File: config.mk
export PLATFORM = sky130hd
export DESIGN_NAME = shared_div_scheduler_flat
export DESIGN_NICKNAME = d
export VERILOG_FILES = /design/src/rtl/shared_div_scheduler_if.sv /design/src/rtl/shared_div_scheduler.sv /design/src/flat_wrapper.sv
export SDC_FILE = /design/constraint.sdc
export NUM_CORES = 1
export LEC_CHECK = 0
export ABC_AREA = 1
export CORE_ASPECT_RATIO = 0.8
export CORE_UTILIZATION = 26
export CTS_CLUSTER_SIZE = 25
export DETAILED_ROUTE_END_ITERATION = 8
export HOLD_SLACK_MARGIN = 0.1
export PLACE_DENSITY = 0.52
export SYNTH_ARGS = -nofsm -noshare
export SYNTH_HDL_FRONTEND = slang
export SYNTH_SLANG_ARGS = --single-unit
export TNS_END_PERCENT = 5
File: constraint.sdc
create_clock -name clk -period 7.3 [get_ports clk]
set_clock_uncertainty 0.2 [all_clocks]
set_input_delay 0.73 -clock clk [delete_from_list [all_inputs] [get_ports clk]]
set_output_delay 0.73 -clock clk [all_outputs]
set_load 0.005 [all_outputs]
File: src/rtl/shared_div_scheduler_if.sv
// Request/response bundle for shared_div_scheduler: NREQ requesters in, one result stream out.
interface shared_div_scheduler_if #(
    parameter int WIDTH = 8,
    parameter int NREQ  = 4
);
    localparam int IDW = $clog2(NREQ);

    logic [NREQ-1:0]       req_valid;
    logic [NREQ-1:0]       req_ready;
    logic [NREQ*WIDTH-1:0] req_dividend;
    logic [NREQ*WIDTH-1:0] req_divisor;
    logic                  rsp_valid;
    logic                  rsp_ready;
    logic [WIDTH-1:0]      rsp_quotient;
    logic [WIDTH-1:0]      rsp_remainder;
    logic [IDW-1:0]        rsp_id;
    logic                  rsp_divzero;

    modport master (
        output req_valid, req_dividend, req_divisor, rsp_ready,
        input  req_ready, rsp_valid, rsp_quotient, rsp_remainder, rsp_id, rsp_divzero
    );

    modport slave (
        input  req_valid, req_dividend, req_divisor, rsp_ready,
        output req_ready, rsp_valid, rsp_quotient, rsp_remainder, rsp_id, rsp_divzero
    );
endinterface

File: src/rtl/shared_div_scheduler.sv
// Round-robin arbiter in front of one restoring unsigned divider (one quotient bit per cycle).
// Define SHDIV_PERF_CNT_EN to build the completed-operation counter on op_count.
module shared_div_scheduler #(
    parameter int WIDTH = 8,
    parameter int NREQ  = 4
) (
    input  logic                   clk,
    input  logic                   rst,
    shared_div_scheduler_if.slave  bus,
    output logic                   busy,
    output logic [15:0]            op_count
);
    localparam int IDW  = $clog2(NREQ);
    localparam int CNTW = $clog2(WIDTH);

    typedef enum logic [1:0] {IDLE, DIV, DONE} state_t;

    state_t           state, state_nxt;
    logic [IDW-1:0]   rr_ptr;
    logic [IDW-1:0]   grant_id;
    logic             found;
    logic             accept;
    logic [CNTW-1:0]  cnt;
    logic [WIDTH-1:0] sel_dividend;
    logic [WIDTH-1:0] sel_divisor;

    logic [WIDTH-1:0] quot_r;
    logic [WIDTH:0]   rem_r;
    logic [WIDTH-1:0] div_r;
    logic [IDW-1:0]   id_r;
    logic             dz_r;
    logic [WIDTH+1:0] trial;
    logic [WIDTH+1:0] sub;

    // First valid requester at or after rr_ptr, wrapping at NREQ-1.
    always_comb begin
        int j;
        j        = 0;
        found    = 1'b0;
        grant_id = '0;
        for (int k = 0; k < NREQ; k++) begin
            j = int'(rr_ptr) + k;
            if (j >= NREQ) j = j - NREQ;
            if (!found && bus.req_valid[j]) begin
                found    = 1'b1;
                grant_id = IDW'(j);
            end
        end
    end

    assign sel_dividend = bus.req_dividend[grant_id*WIDTH +: WIDTH];
    assign sel_divisor  = bus.req_divisor[grant_id*WIDTH +: WIDTH];
    assign accept       = (state == IDLE) && found;

    always_ff @(posedge clk) begin
        if (rst) state <= IDLE;
        else     state <= state_nxt;
    end

    always_comb begin
        state_nxt     = state;
        bus.req_ready = '0;
        case (state)
            IDLE: begin
                if (found) begin
                    bus.req_ready[grant_id] = 1'b1;
                    state_nxt = (sel_divisor == '0) ? DONE : DIV;
                end
            end
            DIV:     if (cnt == CNTW'(WIDTH-1)) state_nxt = DONE;
            DONE:    if (bus.rsp_ready) state_nxt = IDLE;
            default: state_nxt = IDLE;
        endcase
    end

    always_ff @(posedge clk) begin
        if (rst) begin
            rr_ptr <= '0;
            cnt    <= '0;
        end else begin
            if (accept)
                rr_ptr <= (grant_id == IDW'(NREQ-1)) ? '0 : IDW'(grant_id + 1'b1);
            if (state == DIV) cnt <= cnt + 1'b1;
            else              cnt <= '0;
        end
    end

    // Restoring step: the sign bit of trial-divisor decides the quotient bit and whether to restore.
    assign trial = {rem_r, quot_r[WIDTH-1]};
    assign sub   = trial - {2'b00, div_r};

    always_ff @(posedge clk) begin
        if (accept) begin
            id_r  <= grant_id;
            div_r <= sel_divisor;
            if (sel_divisor == '0) begin
                quot_r <= '1;
                rem_r  <= {1'b0, sel_dividend};
                dz_r   <= 1'b1;
            end else begin
                quot_r <= sel_dividend;
                rem_r  <= '0;
                dz_r   <= 1'b0;
            end
        end else if (state == DIV) begin
            quot_r <= {quot_r[WIDTH-2:0], ~sub[WIDTH+1]};
            rem_r  <= sub[WIDTH+1] ? trial[WIDTH:0] : sub[WIDTH:0];
        end
    end

    assign busy              = (state != IDLE);
    assign bus.rsp_valid     = (state == DONE);
    assign bus.rsp_quotient  = bus.rsp_valid ? quot_r : '0;
    assign bus.rsp_remainder = bus.rsp_valid ? rem_r[WIDTH-1:0] : '0;
    assign bus.rsp_id        = bus.rsp_valid ? id_r : '0;
    assign bus.rsp_divzero   = bus.rsp_valid & dz_r;

`ifdef SHDIV_PERF_CNT_EN
    always_ff @(posedge clk) begin
        if (rst)                                op_count <= '0;
        else if (bus.rsp_valid && bus.rsp_ready) op_count <= op_count + 16'd1;
    end
`else
    assign op_count = '0;
`endif
endmodule
File: src/flat_wrapper.sv
// flat-port wrapper written by rule: the top's interface ports become plain ports
module shared_div_scheduler_flat 
#(
    parameter int WIDTH = 8,
    parameter int NREQ  = 4
)
  (clk, rst, busy, op_count, bus_req_valid, bus_req_dividend, bus_req_divisor, bus_rsp_ready, bus_req_ready, bus_rsp_valid, bus_rsp_quotient, bus_rsp_remainder, bus_rsp_id, bus_rsp_divzero);
  shared_div_scheduler_if #(.WIDTH(WIDTH), .NREQ(NREQ)) bus_i ();
  input  logic clk;
  input  logic rst;
  output logic busy;
  output logic [15:0] op_count;
  input wire logic [$bits(bus_i.req_valid)-1:0] bus_req_valid;
  input wire logic [$bits(bus_i.req_dividend)-1:0] bus_req_dividend;
  input wire logic [$bits(bus_i.req_divisor)-1:0] bus_req_divisor;
  input wire logic [$bits(bus_i.rsp_ready)-1:0] bus_rsp_ready;
  output wire logic [$bits(bus_i.req_ready)-1:0] bus_req_ready;
  output wire logic [$bits(bus_i.rsp_valid)-1:0] bus_rsp_valid;
  output wire logic [$bits(bus_i.rsp_quotient)-1:0] bus_rsp_quotient;
  output wire logic [$bits(bus_i.rsp_remainder)-1:0] bus_rsp_remainder;
  output wire logic [$bits(bus_i.rsp_id)-1:0] bus_rsp_id;
  output wire logic [$bits(bus_i.rsp_divzero)-1:0] bus_rsp_divzero;
  assign bus_i.req_valid = bus_req_valid;
  assign bus_i.req_dividend = bus_req_dividend;
  assign bus_i.req_divisor = bus_req_divisor;
  assign bus_i.rsp_ready = bus_rsp_ready;
  assign bus_req_ready = bus_i.req_ready;
  assign bus_rsp_valid = bus_i.rsp_valid;
  assign bus_rsp_quotient = bus_i.rsp_quotient;
  assign bus_rsp_remainder = bus_i.rsp_remainder;
  assign bus_rsp_id = bus_i.rsp_id;
  assign bus_rsp_divzero = bus_i.rsp_divzero;
  shared_div_scheduler #(.WIDTH(WIDTH), .NREQ(NREQ)) u_core (.clk(clk), .rst(rst), .bus(bus_i), .busy(busy), .op_count(op_count));
endmodule
== Word-level counts from Yosys, hierarchy flattened ==
Index checks and enable logic that the tools add are counted.

* Register bits after elaboration: 35
* RAM bits: 0
* Bits in latches: 0
* Memories kept: 0
* Bits in read-only memories: 0

* Bitwise logic cells: 3
* Shifts and indexed selects: 2
* $lt $le $gt $ge: 10
* Reduce and logical (&&, ||, !) cells: 14
* Add/subtract/negate cells: 10
* $mul: 0
* Divide/modulo/power cells: 0
* Muxes and demuxes: 45
* Equality and inequality tests: 7

{| class="wikitable"
|+ Operators by type and width
! operator !! count
|-
| $lt 32x4->1 const B || 4
|-
| $mux 32 || 4
|-
| $ge 32x4->1 const B || 3
|-
| $sub 32x4->32 const B || 3
|-
| $shiftx 32x6->8 || 2
|-
| $mux 8 || 6
|-
| $mux 9 || 3
|-
| $mux 2 || 10
|-
| $mux 1 || 14
|-
| $sub 10x8->10 || 1
|-
| $bmux 1 s2 || 4
|-
| $logic_not 8->1 || 1
|-
| $mux 4 || 2
|-
| $add 2x2->3 const B || 2
|-
| $pmux 2 s3 || 1
|-
| $logic_and 1x1->1 || 5
|-
| $eq 2x2->1 const B || 2
|-
| $ne 2x1->1 const B || 2
|-
| $reduce_bool 2->1 || 2
|-
| $sub 2x3->4 const B || 1
|-
| $add 2x1->3 const B || 1
|-
| $add 3x1->3 const B || 1
|-
| $eq 3x3->1 const B || 1
|-
| $ge 2x3->1 const B || 1
|-
| other kinds (12) || 15
|}

== Longest topological paths before layout ==
* Depth in word-level cells: 21
* Depth in mapped cells: 20

== Worst setup path after synthesis ==
OpenSTA, ideal clock, no wires.

* Path kind: input -> register
* From: input port bus_req_valid[3]
* To: register u_core.quot_r[0] (enable)
* Stages on the path: 10
* Arrival time: 2.530 ns
* Slack: 4.094 ns
* Library setup time: 0.477 ns
* Path through: inv_1 nand2_1 nand3_1 nand2_2 nor2_4 nand3_4 buf_2 nand2_1 buf_2 o21ai_0

* Cells in the longest elaborated chain, start to end: 15
* Elaborated cells between the ends (all ways): 24
* Those cells by class: mux (16); reduce/logical (8)

{| class="wikitable"
|+ RTL lines
! item !! RTL line !! RTL
|-
| from (decl) || flat_wrapper.sv:13 || <nowiki>input wire logic [$bits(bus_i.req_valid)-1:0] bus_req_valid;</nowiki>
|-
| $bmux 1 s2 || shared_div_scheduler.sv:44 || <nowiki>if (!found && bus.req_valid[j]) begin</nowiki>
|-
| $mux 1 (not written as such) (2 in a row) || shared_div_scheduler.sv:44 ||
|-
| $mux 1 || shared_div_scheduler.sv:44 ||
|-
| $logic_not 1->1 || shared_div_scheduler.sv:44 ||
|-
| $logic_and 1x1->1 || shared_div_scheduler.sv:44 ||
|-
| $mux 1 || shared_div_scheduler.sv:44 ||
|-
| $logic_not 1->1 || shared_div_scheduler.sv:44 ||
|-
| $logic_and 1x1->1 || shared_div_scheduler.sv:44 ||
|-
| $mux 1 || shared_div_scheduler.sv:44 ||
|-
| $logic_not 1->1 || shared_div_scheduler.sv:44 ||
|-
| $logic_and 1x1->1 || shared_div_scheduler.sv:44 ||
|-
| $mux 1 * || shared_div_scheduler.sv:44 ||
|-
| $logic_and 1x1->1 * || shared_div_scheduler.sv:53 || <nowiki>assign accept = (state == IDLE) && found;</nowiki>
|-
| $reduce_bool 2->1 (no source line) * || -- ||
|-
| to (signal assigned) || shared_div_scheduler.sv:101 || <nowiki>quot_r <= sel_dividend;</nowiki>
|-
| to (signal assigned) || shared_div_scheduler.sv:106 || <nowiki>quot_r <= {quot_r[WIDTH-2:0], ~sub[WIDTH+1]};</nowiki>
|-
| to (decl) || shared_div_scheduler.sv:27 || <nowiki>logic [WIDTH-1:0] quot_r;</nowiki>
|}

Every way passes the cells marked *; elsewhere a longest branch is shown, timed or not. The select of a mux whose other input is x is not followed.
A chain may end at the register's enable or synchronous reset.

== Worst setup path after layout ==
* From: input port bus_req_valid[3]
* To: output port bus_req_ready[3]

* Cells in the longest elaborated chain, start to end: 19
* Elaborated cells between the ends (all ways): 33
* Those cells by class: order compare (2); mux (24); reduce/logical (7)

{| class="wikitable"
|+ RTL lines
! item !! RTL line !! RTL
|-
| $bmux 1 s2 || shared_div_scheduler.sv:44 ||
|-
| $mux 1 (not written as such) (2 in a row) || shared_div_scheduler.sv:44 ||
|-
| $mux 1 || shared_div_scheduler.sv:44 ||
|-
| $logic_not 1->1 || shared_div_scheduler.sv:44 ||
|-
| $logic_and 1x1->1 || shared_div_scheduler.sv:44 ||
|-
| $mux 1 || shared_div_scheduler.sv:44 ||
|-
| $logic_not 1->1 || shared_div_scheduler.sv:44 ||
|-
| $logic_and 1x1->1 || shared_div_scheduler.sv:44 ||
|-
| [... 2 more ...] || -- ||
|-
| $logic_and 1x1->1 || shared_div_scheduler.sv:44 ||
|-
| $mux 2 || shared_div_scheduler.sv:44 ||
|-
| $lt 2x3->1 (not written as such) or $ge 2x1->1 (tied branches) || shared_div_scheduler.sv:66 || <nowiki>bus.req_ready[grant_id] = 1'b1;</nowiki>
|-
| $logic_and 1x1->1 (not written as such) || shared_div_scheduler.sv:66 ||
|-
| $mux 1 (not written as such) || shared_div_scheduler.sv:66 ||
|-
| $demux 1 s2 || -- ||
|-
| $mux 4 * || shared_div_scheduler.sv:65 || <nowiki>if (found) begin</nowiki>
|-
| $mux 4 * || shared_div_scheduler.sv:63 || <nowiki>case (state)</nowiki>
|-
| to (decl) || flat_wrapper.sv:17 || <nowiki>output wire logic [$bits(bus_i.req_ready)-1:0] bus_req_ready;</nowiki>
|}

Marks and branches as above.

==> run_results.csv <==
group,metric,value,unit
global_route,grt_pass1_vias,3083,
route,dr.pass1.iters,4,
pwr,p_switching,0.00111,W
logic_synthesis,syn_inst,447,
floorplan,dieArea,0.0124,mm²
pwr,clock_power_share,0.094,
floorplan,core,0.0116,mm²
logic_synthesis,synth_cell_types,35,
clocking,cts.sink_count,35,
logic_synthesis,synth_edf_count,28,
logic_synthesis,synthFlopType,"edfxtp_1",
final_layout,nets,620,
final_layout,final_util,0.365,
final_layout,final_cell_mix,"nand2_1, clkdlybuf4s50_1, inv_1, nor2_1, nand3_1",
sta,tightest_slew,668,ps
final_layout,fin_area,0.00423,mm²
critical_path,critPathKind,"in -> out",
floorplan,die_w,124,µm
pwr,p_per_area,510,mW/mm²
route,ant_nets,0,
sta,rsz0062_at_grt,"false",
clocking,holdBufCountCts,0,
sta,relSlewSlack,0.554,
pwr,leakagePower,1.98,nW
clocking,cts_tree,"yes",
clocking,ctsResizeCount,0,
sta,period_minus_slack,4480,ps
floorplan,row_count,35,
sta,period_share,0.613,
min_path,hp-class,"reg -> reg",
pwr,p_comb_frac,0.696,
placed_design,dpl.hpwl,7.01,mm
route,vias,3064,
critical_path,r2r_setup_slack,4000,ps
clocking,cts_htree_levels,2,
clocking,path_clk_slew,50,ps
route,drt_iter0_drc,101,
critical_path,crit_arrival,3550,ps
global_route,grt_pass1_wl,14.2,mm
route,detail_route.wl_per_cell,12.9,µm
logic_synthesis,ys_ff_latch,35,
flow_run,cap_viol_max_count,0,
floorplan,pin_count,112,
final_layout,fill_cells,1259,
critical_path,cp_max_fo,36,
placed_design,finalWeightedCongestion,0.851,
pwr,switching_share,0.514,
global_route,grt_max_degree,37,
logic_synthesis,postSynthAreaPerCell,6.94,µm²
floorplan,initial_core_util,0.269,
clocking,cts_buffers,5,
sta,finalHoldViolations,0,
global_route,overflow,0,
sta,fin_ws,2820,ps
floorplan,dieHeight,99.7,µm
logic_synthesis,async_flop_share,0,
clocking,cts_root_buf,"clkbuf_16",
status,status,"complete, no violations",
sta,max_freq,0.223,GHz
critical_path,worstPathRequired,6370,ps
final_layout,areaGrowthSynthToFinish,36.1,%
final_layout,drive_gt1_frac,0.0692,
global_route,track_usage,0.149,
route,drc,0,
clocking,clock_latency,270,ps
route,via_per_inst,4.49,
pwr,ir_drop,147,µV
route,wl,8.79,mm
critical_path,worstSetupStartpointType,"input port",
final_layout,final_common_cell,"nand2_1",
clocking,clockBufferDepth,2,
sta,fin_tns_setup,0,ps
placed_design,place_area,0.00409,mm²
logic_synthesis,synth_area,0.00310,mm²
global_route,antenna_found_initial,0,
pwr,seq_power_share,0.210,
clocking,postCtsSetupRepairBufs,0,
sta,timing.final.setup_violations,0,
placed_design,portBuffers,95,
final_layout,diodes,0,
placed_design,place_ws,2860,ps
critical_path,crit_path_end_kind,"output port",
sta,slew_violations,0,
logic_synthesis,yosysWarnings,0,
logic_synthesis,synth.yosys.seq_area_share,0.316,
sta,timing.hold.ws,224,ps
pwr,p_int,0.00105,W
-- area by class of cell --
class | count | area, µm² | area share
clock inverters | 1 | 5.00 | 0.00118
flip-flops and latches | 35 | 981 | 0.232
clock buffers | 7 | 133 | 0.0314
inverters | 69 | 267 | 0.0631
multi-input cells | 326 | 1690 | 0.400
well taps | 148 | 185 | 0.0438
repair buffers | 97 | 966 | 0.229
-- power by group through the flow --
stage | Clock (W) | Sequential, W | Combinational [W]
3_5_place_dp | 0 | 0.000458 | 0.00150
4_1_cts | 0.000208 | 0.000453 | 0.00151
2_1_floorplan | 0 | 0.000437 | 0.00116
6_report | 0.000203 | 0.000452 | 0.00150
3_3_place_gp | 0 | 0.000455 | 0.00147
5_1_grt | 0.000217 | 0.000462 | 0.00172
-- worst paths after layout --
| path | start | end | cells past startpoint |
|---|---|---|---|
| hold reg to reg | u_core.cnt[0] | u_core.cnt[0] | 1 |
| hold / removal | u_core.cnt[0] | u_core.cnt[0] | 1 |
| setup / recovery | bus_req_valid[3] | bus_req_ready[3] | 13 |
| setup reg to reg | u_core.rr_ptr[0] | u_core.quot_r[3] | 18 |
-- metrics by stage --
step           total power (W)  std cells
6_report               0.00215        683
5_1_grt                0.00240        683
4_1_cts                0.00217        683
3_5_place_dp           0.00195        675
3_3_place_gp           0.00193        675
2_1_floorplan          0.00160        462
-- cells in the mapped netlist, types with 3 or more instances --
cell,number,area share
nand2_2,5,0.010
buf_4,17,0.041
nor2_1,46,0.056
clkbuf_1,3,0.0036
inv_2,5,0.0060
o21ai_0,7,0.011
o211ai_1,7,0.017
nand3b_1,3,0.0073
nor3_1,3,0.0048
buf_6,4,0.015
a32oi_1,4,0.011
xor2_1,4,0.011
dfxtp_1,7,0.045
ha_1,14,0.056
inv_1,62,0.075
buf_2,8,0.013
nand3_1,41,0.066
edfxtp_1,28,0.27
a21oi_2,8,0.023
a21oi_1,10,0.016
nand2_1,128,0.15
nand4_1,16,0.032
-- flip-flops by register name, summed over array words and instances, names as in the netlist --
signal	flops
u_core.cnt	3
u_core.state	2
u_core.id_r	2
u_core.rem_r	9
u_core.dz_r	1
u_core.rr_ptr	2
u_core.div_r	8
u_core.quot_r	8
-- cell families (layout without fill, tap and decap cells) --
logic type,Yosys count,after routing,share of synthesized area
other cells,1,16,0.00121
simple gates,251,251,0.362
compound gates,40,40,0.0883
xor+xnor,4,4,0.0113
flops,35,35,0.316
buf+inv,101,174,0.158
fa+ha+maj,15,15,0.0629
-- worst max-delay path: stages --
cell and delay (ps):
clkdlybuf4s50_1 490, inv_1 60, nand2_1 70, nand3_1 120
nand2_2 120, inv_1 60, nand3_2 250, nand3_4 370
inv_2 400, ha_1 210, inv_1 40, nor2_1 90
clkdlybuf4s50_1 520
-- per-layer routing --
metal  wire length [µm]  vias to the layer above  track usage  share of wire
li1                   -                     1587            -              -
met1               4050                     1392        0.189           0.46
met2               4290                       79        0.260           0.49
met3                365                        6       0.0241          0.042
met4                 80                        0       0.0412         0.0091
met5                  0                        -            0              0
Note: power is estimated with default switching activity, not from simulation.
